===== src/rtl/pll_pkg.sv =====
// Definitions shared between pll_core and its receive-side lock monitor.
package pll_pkg;

  localparam int unsigned DIV_W = 3;

  typedef enum logic [1:0] {
    IDLE,
    ACQUIRE,
    MEASURE,
    LOCKED
  } mon_state_t;

endpackage


===== src/rtl/sync_edge_det.sv =====
// Two-flop synchronizer for a clock-as-data input, followed by a registered
// single-cycle rising-edge pulse.
module sync_edge_det (
  input  logic i_clk,
  input  logic i_rst_n,
  input  logic i_d,
  output logic o_rise
);

  logic r_s1;
  logic r_s2;
  logic r_s3;
  logic r_rise;

  always_ff @(posedge i_clk or negedge i_rst_n) begin
    if (!i_rst_n) begin
      r_s1   <= 1'b0;
      r_s2   <= 1'b0;
      r_s3   <= 1'b0;
      r_rise <= 1'b0;
    end else begin
      r_s1   <= i_d;
      r_s2   <= r_s1;
      r_s3   <= r_s2;
      r_rise <= r_s2 & ~r_s3;
    end
  end

  assign o_rise = r_rise;

endmodule


===== src/rtl/pll_lock_monitor.sv =====
// Receive-side lock monitor for pll_core: measures the divided clock period in
// clk_in cycles and declares lock after a run of in-tolerance periods.
module pll_lock_monitor
  import pll_pkg::*;
#(
  parameter int unsigned LOCK_COUNT = 4,
  parameter int unsigned TOL        = 1,
  parameter int unsigned TIMEOUT    = 64,
  parameter int unsigned CNT_W      = 8
) (
  input  logic             clk_in,
  input  logic             rst_n,
  input  logic             enable,
  input  logic [DIV_W-1:0] div_num,
  input  logic             clk_mon,
  output logic             locked,
  output logic [CNT_W-1:0] period,
  output logic             period_valid,
  output logic             lock_lost,
  output logic             freq_err
);

  localparam int unsigned           MC_W      = $clog2(LOCK_COUNT + 1);
  localparam logic [MC_W-1:0]       MC_LOCK   = MC_W'(LOCK_COUNT);
  localparam logic [CNT_W-1:0]      TIMEOUT_C = CNT_W'(TIMEOUT);
  localparam logic signed [CNT_W:0] TOL_S     = (CNT_W+1)'(TOL);

  mon_state_t r_state;
  mon_state_t w_next;

  logic [CNT_W-1:0] r_cnt;
  logic [CNT_W-1:0] w_cnt_nxt;
  logic [CNT_W-1:0] w_cnt_inc;
  logic [MC_W-1:0]  r_mc;
  logic [MC_W-1:0]  w_mc_nxt;
  logic [MC_W-1:0]  w_mc_inc;
  logic [DIV_W-1:0] r_div_q;
  logic [CNT_W-1:0] r_period;
  logic             r_period_valid;
  logic             r_lock_lost;
  logic             r_freq_err;

  logic             w_rise;
  logic             w_idle_req;
  logic             w_cfg_chg;
  logic             w_timeout;
  logic             w_in_tol;
  logic             w_cap;
  logic             w_ferr_set;
  logic [CNT_W-1:0] w_exp;
  logic signed [CNT_W:0] w_diff;

  sync_edge_det u_sync (
    .i_clk   (clk_in),
    .i_rst_n (rst_n),
    .i_d     (clk_mon),
    .o_rise  (w_rise)
  );

  assign w_exp      = CNT_W'({div_num, 1'b0});
  assign w_diff     = $signed({1'b0, r_cnt}) - $signed({1'b0, w_exp});
  assign w_in_tol   = (w_diff <= TOL_S) && (w_diff >= -TOL_S);
  assign w_idle_req = !enable || (div_num == '0);
  assign w_cfg_chg  = (div_num != r_div_q) && (r_state != IDLE);
  assign w_timeout  = (r_cnt >= TIMEOUT_C);
  assign w_cnt_inc  = (r_cnt == '1) ? r_cnt : r_cnt + 1'b1;
  assign w_mc_inc   = r_mc + 1'b1;

  // Priority: idle request, then config change, then edge, then timeout.
  always_comb begin
    w_next     = r_state;
    w_cnt_nxt  = r_cnt;
    w_mc_nxt   = r_mc;
    w_cap      = 1'b0;
    w_ferr_set = 1'b0;
    if (w_idle_req) begin
      w_next    = IDLE;
      w_cnt_nxt = '0;
      w_mc_nxt  = '0;
    end else if (w_cfg_chg) begin
      w_next    = ACQUIRE;
      w_cnt_nxt = '0;
      w_mc_nxt  = '0;
    end else begin
      case (r_state)
        IDLE: w_next = ACQUIRE;
        ACQUIRE: begin
          if (w_rise) begin
            w_next    = MEASURE;
            w_cnt_nxt = CNT_W'(1);
            w_mc_nxt  = '0;
          end
        end
        MEASURE, LOCKED: begin
          if (w_rise) begin
            w_cap     = 1'b1;
            w_cnt_nxt = CNT_W'(1);
            if (w_in_tol) begin
              if (r_state == MEASURE) begin
                w_mc_nxt = w_mc_inc;
                if (w_mc_inc == MC_LOCK) w_next = LOCKED;
              end
            end else begin
              w_next     = MEASURE;
              w_mc_nxt   = '0;
              w_ferr_set = 1'b1;
            end
          end else if (w_timeout) begin
            w_next     = ACQUIRE;
            w_cnt_nxt  = '0;
            w_mc_nxt   = '0;
            w_ferr_set = 1'b1;
          end else begin
            w_cnt_nxt = w_cnt_inc;
          end
        end
        default: w_next = IDLE;
      endcase
    end
  end

  always_ff @(posedge clk_in or negedge rst_n) begin
    if (!rst_n) r_state <= IDLE;
    else        r_state <= w_next;
  end

  always_ff @(posedge clk_in or negedge rst_n) begin
    if (!rst_n) begin
      r_cnt          <= '0;
      r_mc           <= '0;
      r_div_q        <= '0;
      r_period       <= '0;
      r_period_valid <= 1'b0;
      r_lock_lost    <= 1'b0;
      r_freq_err     <= 1'b0;
    end else begin
      r_cnt          <= w_cnt_nxt;
      r_mc           <= w_mc_nxt;
      r_div_q        <= div_num;
      r_period_valid <= w_cap;
      r_lock_lost    <= (r_state == LOCKED) && (w_next != LOCKED);
      if (w_cap) r_period <= r_cnt;
      if (w_next == IDLE)  r_freq_err <= 1'b0;
      else if (w_ferr_set) r_freq_err <= 1'b1;
    end
  end

  assign locked       = (r_state == LOCKED);
  assign period       = r_period;
  assign period_valid = r_period_valid;
  assign lock_lost    = r_lock_lost;
  assign freq_err     = r_freq_err;

endmodule


===== config.mk =====
export PLATFORM = sky130hd
export DESIGN_NAME = pll_lock_monitor
export DESIGN_NICKNAME = d
export VERILOG_FILES = /design/src/rtl/pll_pkg.sv /design/src/rtl/sync_edge_det.sv /design/src/rtl/pll_lock_monitor.sv
export SDC_FILE = /design/constraint.sdc
export NUM_CORES = 1
export LEC_CHECK = 0
export CAP_MARGIN = 30
export CORE_UTILIZATION = 32
export DETAILED_ROUTE_END_ITERATION = 10
export PLACE_DENSITY = 0.6
export SLEW_MARGIN = 25
export SYNTH_ARGS = -nofsm -noshare
export SYNTH_HDL_FRONTEND = slang
export SYNTH_HIERARCHICAL = 1
export SYNTH_SLANG_ARGS = --single-unit

===== constraint.sdc =====
create_clock -name clk_in -period 4.3 [get_ports clk_in]
set_input_delay 1.29 -clock clk_in [delete_from_list [all_inputs] [get_ports clk_in]]
set_output_delay 1.29 -clock clk_in [all_outputs]
set_load 0.01 [all_outputs]

==> Word-level counts from Yosys, hierarchy flattened <==
Cells that the tools add are included.
Widths: inputs -> output; s select.
{ "word_totals": {"regBits": 31, "output_inout_bits": 12, "wordCells": 81, "input_bits": 7} }
{ "op_classes": {"n_reduce_logical": 14, "add_sub_neg": 3, "n_eq_ne": 11, "n_bitwise": 2, "magnitude_cmp": 3, "n_mux": 36} }
{ "op_table": {"columns": ["cell", "count"], "rows": [
  ["$mux 8", 6],
  ["$mux 3", 7],
  ["$mux 2", 8],
  ["$pmux 8 s2", 1],
  ["$mux 1", 12],
  ["$ge 9x1->1 const B", 1],
  ["$le 9x2->1 const B", 1],
  ["$sub 8x4->9", 1],
  ["$add 8x1->8 const B", 1],
  ["$eq 8x8->1 const B", 1],
  ["$ge 8x7->1 const B", 1],
  ["$ne 6x5->1 const B", 1],
  ["$ne 6x6->1 const B", 1],
  ["$pmux 2 s3", 1],
  ["$pmux 3 s2", 1],
  ["$ne 5x4->1 const B", 1],
  ["$eq 2x2->1 const B", 2],
  ["$logic_not 2->1", 2],
  ["$ne 4x3->1 const B", 1],
  ["$reduce_and 4->1", 1],
  ["$reduce_bool 2->1", 2],
  ["$reduce_bool 4->1", 1],
  ["$add 3x1->3 const B", 1],
  ["$eq 3x3->1 const B", 1],
  ["11 further kinds", 13]
]} }

==> Logic depth before layout (Yosys ltp) <==
Gate-level depths: netlist of the first run.
{ "depth": {"depth_word": 11, "ltp_mapped": 15, "mapped_depth_nobuf": 15} }

==> Modules after synthesis <==
Netlist of the first run, hierarchy kept.
{ "modules_own_cells": {"columns": ["module", "n_inst", "cells_each", "area_each_um2", "seq_area_each_um2"], "rows": [
  ["pll_lock_monitor", 1, 150, 1637.8, 675.6],
  ["sync_edge_det", 1, 5, 113.9, 100.1]
]} }

==> Worst setup path after synthesis of the first run <==
OpenSTA, ideal clock, no wires.
{ "synth_timing": {"kind": "in2reg", "startpoint": "input div_num[0]", "endpoint": "register r_mc[0]", "setup_time_ns": 0.125, "stages": 13, "setup_slack_ns": 0.407, "n_path_buf": 0, "t_arrival_ns": 3.769, "required_time_ns": 4.175, "cell_sequence": "ha_1 -> fa_1 -> nand2b_2 -> and4b_1 -> o21ai_0 -> a211oi_1 -> ha_1 -> nand2b_1 -> and2_1 -> nor2b_1 -> a32oi_2 -> o31ai_2 -> mux2_2"} }
{ "synth_via": {"elab_chain_len": 8, "word_cells_on_any_way": 18, "classes_between": "add/sub (1); order compare (2); eq/ne (4); mux (5); reduce/logical (6)"} }
{ "synth_rtl": {"columns": ["element", "line", "source"], "rows": [
  ["start: declaration", "pll_lock_monitor.sv:14", "input logic [DIV_W-1:0] div_num,"],
  ["$sub 8x4->9", "pll_lock_monitor.sv:61", "assign w_diff = $signed({1'b0, r_cnt}) - $signed({1'b0, w_exp});"],
  ["$le 9x2->1 / $ge 9x1->1 (equally long branches)", "pll_lock_monitor.sv:62", "assign w_in_tol = (w_diff <= TOL_S) && (w_diff >= -TOL_S);"],
  ["$logic_and 1x1->1", "pll_lock_monitor.sv:62", null],
  ["$mux 3", "pll_lock_monitor.sv:98", "if (w_in_tol) begin"],
  ["$mux 3", "pll_lock_monitor.sv:95", "if (w_rise) begin"],
  ["$pmux 3 s2", "pll_lock_monitor.sv:85", "case (r_state)"],
  ["$mux 3", "pll_lock_monitor.sv:80", "end else if (w_cfg_chg) begin"],
  ["$mux 3", "pll_lock_monitor.sv:76", "if (w_idle_req) begin"],
  ["end signal: assignment", "pll_lock_monitor.sv:138", "r_mc <= w_mc_nxt;"],
  ["end: declaration", "pll_lock_monitor.sv:34", "logic [MC_W-1:0] r_mc;"]
]} }
Several ways; a longest one is shown, not always the timed one.
A chain may end at the register's enable or synchronous reset.

==> Worst setup path in the final report of the first run <==
Same ends and word-level chain as after synthesis.

==> results of run 1 <==
==> state kept, by name (all words and copies together) (netlist names) <==
signal	count
u_sync/r_s3	1
period	8
r_div_q	3
u_sync/r_s1	1
r_cnt	8
lock_lost	1
u_sync/r_s2	1
freq_err	1
u_sync/o_rise	1
period_valid	1
r_mc	3
r_state	2
==> worst max-delay path by stage <==
| stage | startpoint | endpoint | slack [ns] | depth (start not counted) |
|---|---|---|---|---|
| after floorplan | div_num[0] | r_mc[0] | 0.41 | 13 |
| after global routing | div_num[1] | r_mc[0] | 0.005 | 16 |
| after detailed placement | div_num[0] | r_mc[0] | -0.18 | 14 |
| after global placement | div_num[0] | r_mc[0] | -0.11 | 14 |
| final | div_num[0] | r_mc[0] | 0.22 | 14 |
| after CTS | div_num[0] | r_mc[0] | 0.12 | 14 |
==> final cells by class <==
class / instances / area, um^2
inverters: 10 / 37.54
multi-input cells: 110 / 918.4
clock inverters: 1 / 5.005
flip-flops and latches: 31 / 775.7
well taps: 70 / 87.58
clock buffers: 7 / 76.32
fillers: 507 / 3027
repair buffers: 31 / 277.8
==> per-stage QoR <==
stage	hold slack, ns	instances	power [uW]
after floorplan	0.3312	155	336.1
after global placement	0.3330	252	365.3
after detailed placement	0.3358	252	365.9
after CTS	0.3507	260	586.6
after global routing	0.3669	260	606.6
final	0.3476	260	578.0
==> worst max-delay path, cell delays in order <==
cell and delay, ns:
clkdlybuf4s50_1 0.44, ha_2 0.21, fa_1 0.37, nand2b_2 0.22, and4b_1 0.20, o21ai_1 0.13
a211oi_1 0.08, ha_1 0.27, nand2b_1 0.06, and2_1 0.16, nor2b_1 0.13, a32oi_2 0.28
o31ai_2 0.10, mux2_2 0.28
==> logic make-up (layout without fill, tap and decap cells) <==
| logic type | count (synthesis) | in the layout | share of synthesized area |
|---|---|---|---|
| AOI/OAI and AO/OA | 28 | 28 | 0.1350 |
| xor gates and xnor gates | 10 | 10 | 0.05000 |
| adders and majority gates | 8 | 8 | 0.06143 |
| buffers and inverters | 14 | 49 | 0.04000 |
| DFF | 31 | 31 | 0.4429 |
| and+or+nand+nor | 55 | 55 | 0.1957 |
| muxes | 9 | 9 | 0.07500 |
==> metal layers <==
layer / track usage / vias up / part of all wire
li1: - / 616 / -
met1: 0.1795 / 594 / 0.51
met2: 0.1900 / 29 / 0.43
met3: 0.03473 / 11 / 0.044
met4: 0.05385 / 0 / 0.023
met5: 0 / - / 0
==> layout by cell type, fill, tap and decap left out, types with 2 or more instances in the layout <==
| cell | count |
|---|---|
| a21boi_1 | 2 |
| a21oi_1 | 3 |
| and2_1 | 2 |
| and3_1 | 3 |
| buf_4 | 13 |
| clkbuf_1 | 2 |
| clkbuf_8 | 5 |
| clkdlybuf4s50_1 | 18 |
| dfrtp_1 | 31 |
| ha_1 | 6 |
| inv_1 | 8 |
| inv_2 | 2 |
| mux2_4 | 8 |
| nand2_1 | 8 |
| nand3_1 | 3 |
| nand4_1 | 3 |
| nor2_1 | 10 |
| nor2b_1 | 2 |
| nor2b_4 | 2 |
| nor3_1 | 3 |
| nor3_2 | 3 |
| o21a_1 | 2 |
| o21ai_1 | 2 |
| o31a_1 | 3 |
| o31ai_1 | 2 |
| o32ai_1 | 2 |
| xnor2_1 | 3 |
| xor2_1 | 7 |
==> power breakdown <==
part	internal, uW	switching, uW
Combinational	26.6	31.5
Sequential	296	5.70
Clock	113	105
Total	436	142
==> impl_metrics.json, run 1 <==
{
  "post-route-worst-setup-slack_ns": 0.2205,
  "synth_fp_nets": 170,
  "antenna_found_initial": 0,
  "viasPerCell": 4.808,
  "crit_type": "input pin to register",
  "postCtsHoldBufs": 0,
  "totalWireLength_mm": 3.445,
  "dp_hpwl_mm": 2.577,
  "synthTopCellsByCount": "31 x dfrtp_1, 10 x nor2_1, 8 x inv_1, 8 x mux2_4, 8 x nand2_1",
  "synth-edff-count": 0,
  "diodes": 0,
  "cts.htree.levels": 2,
  "power.density_nw_per_um2": 265.4,
  "dieWidth_um": 75.99,
  "synth_ff_type": "dfrtp_1",
  "ys_ff_latch": 31,
  "yosys_warnings": 6,
  "port-buffer-count": 18,
  "reg2regPathDepth": 14,
  "firstDrtPassIters": 4,
  "cts_buffer_depth": 2,
  "finalCritPeriodShare": 0.9487,
  "synth.most_common_cell": "dfrtp_1",
  "final_area_um2": 2178,
  "start_kind": "input pin",
  "synth_area_leader_cell": "dfrtp_1",
  "ys_types": 55,
  "synth_area_leaders": "dfrtp_1 44%, mux2_4 6.9%, ha_1 5.0%, xor2_1 3.5%, nor2_1 2.1%",
  "grt_max_degree": 32,
  "grt_pass1_wl_mm": 5.823,
  "ant_nets": 0,
  "cts_sinks": 31,
  "grt_setup_unrepaired": "false",
  "core-area_um2": 5205,
  "reg2reg_slack_ns": 1.22,
  "reg2reg_to": "r_mc[0]",
  "clock.fmax_mhz": 245.1,
  "synth_area_um2": 1752,
  "pre_cts_ws_ns": -0.1824,
  "critPathCaptureType": "register",
  "die_area_um2": 5774,
  "pin_count": 19,
  "synth_async_sr_flop_share": 1.000,
  "peakVddDrop_mv": 0.1701,
  "final_nets": 204,
  "die_h_um": 75.99,
  "postSynthAreaPerCell_um2": 11.30,
  "cap_violations": 0,
  "post_cts_buffers": 0,
  "routedWlPerCell_um": 13.25,
  "area_delta_synth_final_pct": 24.36,
  "synth_top_area_share": 0.4429,
  "reg2reg_from": "r_cnt[1]",
  "placed_area_um2": 2085,
  "clkLatencyLatePin_ns": 0.28,
  "period_needed_ns": 4.080,
  "grt_use_total": 0.1294,
  "drive_above_1_share": 0.2579,
  "final_hold_viol_count": 0,
  "drc_errors": 0,
  "setup_viol": 0,
  "rows": 26,
  "yosysSeqAreaShare": 0.4429,
  "clock-root-buffer": "clkbuf_8",
  "cp_max_fo": 4,
  "required_ns": 4.46,
  "cp.arrival_ns": 4.24,
  "fin_setup_tns_ns": 0,
  "drt_iter0_drc": 31,
  "maxSlewHeadroom": 0.7109,
  "start_util": 0.3365,
  "drv_slew": 0,
  "hold_end": "u_sync/r_s2",
  "hold-path-cell-count": 0,
  "syn_inst": 155,
  "clk_pin_slew_ns": 0.06,
  "hold_path_startpoint": "u_sync/r_s1",
  "grt_pass1_vias": 1177,
  "cts_tree": "yes",
  "leakagePower_uw": 0.001009,
  "finish.utilization": 0.4185,
  "vias": 1250,
  "grt_overflow": 0,
  "hp-class": "register to register",
  "status": "finished, final reports clean",
  "postCtsResizedCells": 0,
  "finClkSkew_ns": 0.007085,
  "cts_made_buffers": 5,
  "gp_congestion": 0.9476,
  "worstMarginPinSlew_ns": 0.4323
}
Note: power is estimated with default switching activity, not from simulation.
==> run 2: changes to the inputs <==
--- a/config.mk
+++ b/config.mk
@@ -7,6 +7,7 @@
 export LEC_CHECK = 0
 export CAP_MARGIN = 30
 export CORE_UTILIZATION = 32
+export CTS_CLUSTER_DIAMETER = 120
 export DETAILED_ROUTE_END_ITERATION = 10
 export PLACE_DENSITY = 0.6
 export SLEW_MARGIN = 25
==> results of run 2 <==
Same layout as run 1: the final DEF is identical, and so are final timing and power.
==> patch, RTL diff (config.mk and constraints of run 1) <==
The output `period_valid` loses its register stage (`r_period_valid` becomes a continuous assignment).
--- a/src/rtl/pll_lock_monitor.sv
+++ b/src/rtl/pll_lock_monitor.sv
@@ -131,5 +131,4 @@
       r_div_q        <= '0;
       r_period       <= '0;
-      r_period_valid <= 1'b0;
       r_lock_lost    <= 1'b0;
       r_freq_err     <= 1'b0;
@@ -138,5 +137,4 @@
       r_mc           <= w_mc_nxt;
       r_div_q        <= div_num;
-      r_period_valid <= w_cap;
       r_lock_lost    <= (r_state == LOCKED) && (w_next != LOCKED);
       if (w_cap) r_period <= r_cnt;
@@ -145,4 +143,6 @@
     end
   end
+
+  assign r_period_valid = w_cap;
 
   assign locked       = (r_state == LOCKED);
Check against the original RTL: not equivalent (Yosys sat finds a counterexample within 10 cycles, from zero or initial values and one cycle with rst_n low).
==> patch against run 1 <==
Synthesized area down 1.4%; count of clock-buffer cells in the layout down 2; critical path depth down 5; maximum frequency down 2.5%; non-clock buffer count up 10; hold slack better by 0.0049 ns; routed wire length up 5.6%; cell count up 3.5%; total power up 9.5%; sequential power down 3%; largest power group unchanged; sequential cell count down 1; setup slack worse by 0.10 ns; cell area up 4.5%; critical endpoint is now period_valid; synthesized cell count down 0.65%.
==> patch: results (changes against run 1) <==
Cells and area
The final core area utilization is 44.3% (was 41.9%). The post-route non-filler standard cell count was 269 (was 260). The count of buffers not belonging to the clock network in the layout is 41 (was 31). The final layout net count was 213 (was 204).

The sequential share of cell area is 33.0% (was 35.6%). The number of filler cells placed in the layout is 527 (was 507). The share of final-layout standard cells stronger than drive strength 1 came to 32.2% (was 25.8%). The fraction of cell area in non-clock buffers was 15.4% (was 12.8%).

Routing
The DRC violation total after the first TritonRoute iteration is 52 (was 31). The detail-routed net length per standard cell came to 13.5 µm (was 13.3 µm).

Critical path
The worst-case register-to-register setup slack came to 1.14 ns (was 1.22 ns). The beginning of the critical path is div_num[1] (was div_num[0]). The critical path data arrival time is 2.89 ns (was 4.24 ns).

The capturing instance or port of the critical path is period_valid (was r_mc[0]).

Global route
The global-route usage over all layers is 15.2% (was 12.9%). The via count of the first global-routing pass is 1289 (was 1177). The maximum number of pins on one net before global-route repair was 31 (was 32). The first-pass GRT wire length was 6.30 mm (was 5.82 mm).

Placed design
The total placed cells including tap cells is 259 (was 252). The global placer's final weighted congestion is 0.852 (was 0.948). The setup slack after placement is -0.204 ns (was -0.182 ns). The placed standard-cell area is 2120 µm² (was 2080 µm²). The post-DP HPWL was 2.69 mm (was 2.58 mm).

Synthesis
The area fraction in compound gates after synthesis is 13.7% (was 13.5%). The net count after synthesis is 169 (was 170). The adder-cell share of the synthesized area is 6.23% (was 6.14%). The XOR/XNOR share of the synthesized area is 5.07% (was 5.00%). The portion of netlist area occupied by mux cells is 7.61% (was 7.50%).

The post-synthesis sequential area ratio is 43.5% (was 44.3%).

STA
The final critical-path required period was 4.18 ns (was 4.08 ns). The final hold slack was 0.352 ns (was 0.348 ns). The clock skew is 0.00368 ns (was 0.00709 ns).

Power
The maximum vdd ir drop is 0.214 mV (was 0.170 mV). The leakage power is 1.07 nW (was 1.01 nW).

Outcome
Status: finished clean (unchanged).

Clock tree
The number of clock sinks seen by CTS was 30 (was 31).
==> patch: cell types whose count changed after synthesis <==
cell	run 1	this run
sky130_fd_sc_hd__dfrtp_1	31	30
==> patch: power breakdown <==
group | leakage (nW) | internal, W | switching [W]
logic | 0.608 | 0.0000323 | 0.0000334
clock network | 0.0579 | 0.000170 | 0.000105
registers | 0.402 | 0.000287 | 0.00000569
total | 1.07 | 0.000489 | 0.000144
==> patch: layer usage <==
| metal | track usage [%] | up-vias | routed length [µm] |
|---|---|---|---|
| li1 | - | 636 | - |
| met1 | 20.8 | 618 | 1810 |
| met2 | 23.7 | 24 | 1650 |
| met3 | 3.70 | 6 | 133 |
| met4 | 4.94 | 0 | 46 |
| met5 | 0 | - | 0 |
==> patch: cell families (layout without fill, tap and decap cells) <==
kind of cell / count (synthesis) / in the layout
and+or+nand+nor: 55 / 55
DFF: 30 / 30
AOI/OAI and AO/OA: 28 / 28
buffers and inverters: 14 / 59
xor gates and xnor gates: 10 / 10
muxes: 9 / 9
adders and majority gates: 8 / 8
==> patch: critical path, cell delays in order <==
cell and delay [ns]:
sky130_fd_sc_hd__clkdlybuf4s50_1 0.43, sky130_fd_sc_hd__buf_4 0.17, sky130_fd_sc_hd__xor2_1 0.17, sky130_fd_sc_hd__nor3_2 0.23, sky130_fd_sc_hd__nand2_2 0.10, sky130_fd_sc_hd__nor2_4 0.12, sky130_fd_sc_hd__nand2_4 0.07, sky130_fd_sc_hd__inv_2 0.05
sky130_fd_sc_hd__dlygate4sd2_1 0.25
==> patch: repair_timing <==
action	in CTS	in global routing
setup buffers	0	2
endpoints found under the setup margin	1	4
pin swaps	1	1
hold buffers	0	0
gates resized for setup	1	8
